<file path="config.mk">
export PLATFORM = sky130hd
export DESIGN_NAME = forward_ctrl
export DESIGN_NICKNAME = d
export VERILOG_FILES = /design/src/rtl/forward_ctrl.sv
export SDC_FILE = /design/constraint.sdc
export NUM_CORES = 1
export LEC_CHECK = 0
export CORE_MARGIN = 3
export CORE_UTILIZATION = 52
export DETAILED_ROUTE_END_ITERATION = 16
export PLACE_DENSITY = 0.89
export SYNTH_ARGS = -nofsm -noshare
export SYNTH_HDL_FRONTEND = slang
export SYNTH_SLANG_ARGS = --single-unit
</file>
<file path="constraint.sdc">
create_clock -name clk -period 2.4 [get_ports clk]
set_input_delay 0.36 -clock clk [delete_from_list [all_inputs] [get_ports clk]]
set_output_delay 0.36 -clock clk [all_outputs]
set_load 0.01 [all_outputs]
</file>
<file path="src/rtl/forward_ctrl.sv">
// Pipeline forwarding and hazard controller: tracks destination tags from EXE back through the
// write-back stages, picks per-operand bypass sources and raises a stall for unresolvable hazards.
module forward_ctrl #(
   parameter int REG_W   = 4,
   parameter int NUM_SRC = 2,
   parameter int DEPTH   = 2,
   parameter int CNT_W   = 16,
   localparam int SEL_W  = $clog2(DEPTH + 1)
) (
   input  logic                       clk,
   input  logic                       rst,
   input  logic                       fu_en,
   input  logic                       freeze,
   input  logic                       flush,
   input  logic                       id_valid,
   input  logic [NUM_SRC*REG_W-1:0]   id_src,
   input  logic [NUM_SRC-1:0]         id_src_used,
   input  logic [REG_W-1:0]           id_dest,
   input  logic                       id_wb_en,
   input  logic                       id_mem_read,
   output logic                       hazard_stall,
   output logic [NUM_SRC*SEL_W-1:0]   sel_src,
   output logic [CNT_W-1:0]           stall_cnt
);

   logic                            e_valid;
   logic                            e_wb_en;
   logic                            e_mem_read;
   logic [REG_W-1:0]                e_dest;
   logic [NUM_SRC-1:0][REG_W-1:0]   e_src;
   logic [NUM_SRC-1:0]              e_src_used;

   logic [DEPTH:1]                  s_valid;
   logic [DEPTH:1]                  s_wb_en;
   logic [DEPTH:1]                  s_mem_read;
   logic [DEPTH:1][REG_W-1:0]       s_dest;

   logic                            load_use;
   logic                            raw_hit;

   // Hazard detection; the oldest stage is skipped because the register file writes before it reads.
   always_comb begin
      load_use = 1'b0;
      raw_hit  = 1'b0;
      for (int i = 0; i < NUM_SRC; i++) begin
         if (id_valid && id_src_used[i]) begin
            if (e_valid && e_wb_en && (id_src[i*REG_W +: REG_W] == e_dest)) begin
               raw_hit = 1'b1;
               if (e_mem_read) begin
                  load_use = 1'b1;
               end
            end
            for (int k = 1; k < DEPTH; k++) begin
               if (s_valid[k] && s_wb_en[k] && (id_src[i*REG_W +: REG_W] == s_dest[k])) begin
                  raw_hit = 1'b1;
               end
            end
         end
      end
      if (flush) begin
         hazard_stall = 1'b0;
      end else if (fu_en) begin
         hazard_stall = load_use;
      end else begin
         hazard_stall = raw_hit;
      end
   end

   // Scanning oldest-to-youngest lets the youngest matching producer overwrite the select last.
   always_comb begin
      sel_src = '0;
      if (fu_en && e_valid) begin
         for (int i = 0; i < NUM_SRC; i++) begin
            if (e_src_used[i]) begin
               for (int k = DEPTH; k >= 1; k--) begin
                  if (s_valid[k] && s_wb_en[k] && (e_src[i] == s_dest[k])) begin
                     sel_src[i*SEL_W +: SEL_W] = SEL_W'(k);
                  end
               end
            end
         end
      end
   end

   always_ff @(posedge clk or posedge rst) begin
      if (rst) begin
         e_valid    <= 1'b0;
         e_wb_en    <= 1'b0;
         e_mem_read <= 1'b0;
         e_dest     <= '0;
         e_src      <= '0;
         e_src_used <= '0;
         s_valid    <= '0;
         s_wb_en    <= '0;
         s_mem_read <= '0;
         s_dest     <= '0;
         stall_cnt  <= '0;
      end else if (!freeze) begin
         e_valid    <= id_valid && !flush && !hazard_stall;
         e_wb_en    <= id_wb_en;
         e_mem_read <= id_mem_read;
         e_dest     <= id_dest;
         e_src      <= id_src;
         e_src_used <= id_src_used;
         s_valid[1]    <= e_valid;
         s_wb_en[1]    <= e_wb_en;
         s_mem_read[1] <= e_mem_read;
         s_dest[1]     <= e_dest;
         for (int k = 2; k <= DEPTH; k++) begin
            s_valid[k]    <= s_valid[k-1];
            s_wb_en[k]    <= s_wb_en[k-1];
            s_mem_read[k] <= s_mem_read[k-1];
            s_dest[k]     <= s_dest[k-1];
         end
         if (hazard_stall && (stall_cnt != {CNT_W{1'b1}})) begin
            stall_cnt <= stall_cnt + CNT_W'(1);
         end
      end
   end

endmodule

</file>
---- Yosys cells after proc, flatten, opt, wreduce, memory -nomap -nowiden ----
Index checks and enable logic that the tools add are counted.
word-level totals
  register bits ........................... 45
  input bits .............................. 22
  output and inout bits ................... 21
operators by class
  $add $sub $neg .......................... 1
  eq/ne operators ......................... 9
  multiplexer cells ....................... 21
  bitwise logic cells ..................... 1
  reduce and logical (&&, ||, !) cells .... 20
operators with widths
  cell                                            number
  == test 4 bit                                   8
  logical AND 1 bit                               17
  adder 16 x 1 -> 16 bit (second input constant)  1
  inequality test 16 bit (second input constant)  1
  2-to-1 mux 1 bit                                14
  2-to-1 mux 2 bit                                6
  2-to-1 mux 4 bit                                1
  logical NOT 1 bit                               2
  AND reduction 2 bit                             1
  NOT 1 bit                                       1

---- Depth between registers and ports, before layout ----
Gate-level depths: netlist of the first run.
  word-level depth ........................ 12
  depth in mapped cells ................... 8
  mapped depth without buffers ............ 7

---- Worst setup path after synthesis of the first run ----
Ideal clock, no wire load.
  path type ............................... flip-flop to flip-flop
  start point ............................. register s_dest[1] in the netlist's numbering
  end point ............................... register stall_cnt[1]
  setup time .............................. 0.128 ns
  arrival ................................. 1.777 ns
  setup slack ............................. 0.496 ns
  cell stages (with the launch flop) ...... 7
  buffers on the path ..................... 1
  period minus slack after synthesis ...... 1.904 ns
  path through ............................ dfrtp_1 > buf_6 > xor2_1 > nor4_4 > a311oi_4 > nor3_1 > mux2_1
between the ends
  cells in the longest elaborated chain, start to end .. 11
  elaborated cells between the ends (all ways) .. 13
  classes of those cells .................. 2 x eq/ne; 7 x mux; 4 x reduce/logical
ends and longest elaborated chain
  element                                   RTL line  text
  start, declared                           36        logic [DEPTH:1][REG_W-1:0] s_dest;
  start signal, assigned by index           113       s_dest[k] <= s_dest[k-1];
  == test 4 bit                             54        if (s_valid[k] && s_wb_en[k] && (id_src[i*REG_W +: REG_W] == s_dest[k])) begin
  logical AND 1 bit                         54
  2-to-1 mux 1 bit                          54
  2-to-1 mux 1 bit                          46        if (id_valid && id_src_used[i]) begin
  2-to-1 mux 1 bit                          47        if (e_valid && e_wb_en && (id_src[i*REG_W +: REG_W] == e_dest)) begin
  2-to-1 mux 1 bit                          54
  2-to-1 mux 1 bit (*)                      46
  2-to-1 mux 1 bit (*)                      62        end else if (fu_en) begin
  2-to-1 mux 1 bit (*)                      60        if (flush) begin
  logical AND 1 bit (*)                     115       if (hazard_stall && (stall_cnt != {CNT_W{1'b1}})) begin
  AND reduction 2 bit (no source line) (*)  n/a
  end signal, assigned                      116       stall_cnt <= stall_cnt + CNT_W'(1);
  end, declared                             23        output logic [CNT_W-1:0] stall_cnt
Mark *: on every way between the ends. The rest lies on a longest branch, timed or not.
A chain may end at the register's enable or synchronous reset.

---- Final worst setup path of the first run ----
  start point ............................. register s_dest[1] in the netlist's numbering
  end point ............................... output sel_src[0]
between the ends
  cells in the longest elaborated chain, start to end .. 5
ends and longest elaborated chain
  element            RTL line  text
  == test 4 bit      76        if (s_valid[k] && s_wb_en[k] && (e_src[i] == s_dest[k])) begin
  logical AND 1 bit  76
  2-to-1 mux 2 bit   76
  2-to-1 mux 2 bit   74        if (e_src_used[i]) begin
  2-to-1 mux 4 bit   72        if (fu_en && e_valid) begin
  end, declared      22        output logic [NUM_SRC*SEL_W-1:0] sel_src,
No other way between the ends.

==> results.cfg, run 1 <==
[timing]
fmax_mhz = 435.4
setup-tns-final_ns = 0
setup_viol = 0
maxSlewHeadroom_pct = 62.69
worstMarginPinSlew_ns = 0.5597
whs_ns = 0.4796
fin_skew_ns = 0.006186
rsz0062_at_grt = no
hold_violations = 0
slew_viol_final = 0
layout_min_cycle_time_ns = 2.297
min_period_over_period_pct = 95.70

[grt]
antenna_found_initial = 0
track_usage_pct = 19.94
grt_overflow = 0
grt_max_degree = 46
grt_pass1_vias = 1807
grt_pass1_wl_um = 8390

[logic_synthesis]
synthTopCellsByArea = dfrtp_1, mux2_2, xor2_1
synth-edff-count = 0
synth_adder_area_share_pct = 0.5198
seq_area_frac_synth_pct = 46.78
yosys.cell_count.top_type = dfrtp_1
synthSimpleGateAreaFrac_pct = 17.83
syn_area_mm2 = 0.002407
synth_common_cells = dfrtp_1, xor2_1, mux2_2
synth.distinct_cells = 35
synth_compound_area_share_pct = 2.755
synth_flop_cell = dfrtp_1
synth.net_count = 224
synth-async-reset-ratio_pct = 100.0
ys_warn_count = 0
synth.avg_cell_area_um2 = 11.98
synth_top_area_cell = dfrtp_1
synth_top_family_by_area = simple AND/OR/NAND/NOR gates
synth-xor-area-share_pct = 16.37
synth.top_cell.area_share_pct = 46.78
synthMuxAreaShare_pct = 13.10
ys_ff_latch = 45
syn_inst = 201

[hold_path]
hp-class = in -> reg
worstHoldStart = id_src[3]

[clock_tree]
cts_root_buf = clkbuf_8
clkLatencyLatePin_ns = 0.29
path_clk_slew_ns = 0.08
cts.sinks = 45
clock_path_buffers = 2
tritoncts = built
cts_hold_buf = 0
cts_buffers = 5
cts.htree.levels = 2

[worst_setup_path]
slowest_delay_ns = 0.53
required_ns = 2.04
crit-reg2reg-launch = s_dest[1]
worstPathArrival_ns = 1.94
cp-startpoint = s_dest[1]
end_kind = output port
setup.worst_path.start_class = flop
slowest_stage = clkdlybuf4s50_1
worst-setup-path-type = reg -> out
path_max_fanout = 6
path_cells = buf_4 > a221oi_1 > nand3_1 > nor2_1 > clkdlybuf4s50_1

[floorplan]
coreArea_mm2 = 0.004414
io_pins = 43
die_w_um = 74.04
die-area_mm2 = 0.005482
die_y_um = 74.04
start_util_pct = 54.54
rows = 24

[pwr]
vdd_ir_drop_max_uv = 242.1
p_leak_nw = 1.326
p_per_area_mw_per_mm2 = 548.4
power_mw = 1.670

[finish]
final_util_pct = 68.99
final_cells = 306
nets = 276
n_fill_cell = 317
drive_gt1_share_pct = 25.98
syn2layout_area_growth_pct = 26.51
antenna_cells = 0

[routing]
antenna_left = 0
via_per_inst = 5.755
vias = 1761
first_pass_iters = 4
drtIter0Drc = 89
routed_wl_um = 4962
drc_errors = 0
routedWlPerCell_um = 16.22

[placed_design]
portBuffers = 42
dpl.cell_count = 296
hpwl_um = 3588
globalplace.congestion = 0.8751

[status]
status = completed

[flow_run]
drv_cap = 0
[layer usage]
metal	vias up	share of wire [%]	GRT usage, %
li1	818	-	-
met1	862	43	26.17
met2	63	49	31.79
met3	18	4.9	4.459
met4	0	3.1	8.652
met5	-	0	0
[cells by family after synthesis]
group                    after synthesis
buffers and inverters                 12
flip-flops                            45
adder cells (fa/ha/maj)                1
multiplexers                          28
AO/OA/AOI/OAI                          7
AND/OR/NAND/NOR                       63
XOR/XNOR                              45
[state kept, by name, summed over array words and instances, names as in the netlist, 2 cells and up]
signal and flops:
s_dest 8, e_src 8, stall_cnt 16, s_valid 2
s_wb_en 2, e_dest 4, e_src_used 2
[layout make-up]
type	count	area (um2)	area share (%)
multi-input cells	144	1247	40.96
flip-flops and latches	45	1131	37.14
repair buffers	54	508.0	16.68
clock buffers	6	72.57	2.383
well taps	52	65.06	2.136
inverters	3	11.26	0.3698
clock inverters	2	10.01	0.3287
[what timing repair did]
| item | 4_1_cts | 5_1_grt |
|---|---|---|
| setup endpoints to repair | 4 | 4 |
| setup buffers | 2 | 0 |
| pin swaps | 2 | 3 |
| resized for setup | 8 | 7 |
[where the power goes]
part	total, mW	internal (mW)	switching [mW]	leakage [nW]
Clock	0.453	0.202	0.251	0.0450
Combinational	0.321	0.171	0.150	0.718
Sequential	0.896	0.823	0.0737	0.563
[through the flow]
stage	worst slack, ns	area [um2]
after CTS	0.004830	3034
after detailed placement	-0.2101	2915
final	0.1033	3045
after global placement	-0.1532	2915
after floorplan	0.4958	2407
after global routing	0.01033	3045
[worst max-delay path: cells and delay by family, from the launching register on]
family / cells / cell delay, ns
AOI/OAI and AO/OA: 1 / 0.26
buffers and inverters: 2 / 0.70
DFF: 1 / 0.43
and+or+nand+nor: 2 / 0.25
[layout by cell type, fill, tap and decap left out, types with 4 or more instances in the layout]
cell type,count
clkdlybuf4s50_1,37
dfrtp_2,4
and3_1,4
clkbuf_8,5
nor4_2,6
nand3_1,9
nand2_1,9
nor4_1,6
mux2_2,27
nor2_1,5
xor2_1,30
xnor2_1,13
nand4_1,6
dfrtp_1,41
nor3_1,4
buf_4,12
[worst paths after layout]
kind | depth (start not counted) | slack [ns] | endpoint
worst min register to register | 1 | 0.48 | stall_cnt[14]
worst max register to register | 7 | 0.15 | stall_cnt[1]
worst max-delay path | 5 | 0.10 | sel_src[0]
max in group asynchronous | 3 | 1.48 | e_valid
min in group asynchronous | 3 | 0.50 | s_valid[2]
worst min-delay path | 2 | 0.48 | e_src[3]
No activity file was read; power rests on OpenSTA's default activity.
==> inputs of run 2 (changes only) <==
Settings changed: CTS_CLUSTER_SIZE set to 10.
==> results of run 2 <==
Same layout as run 1: the final DEF is identical, and so are final timing and power.
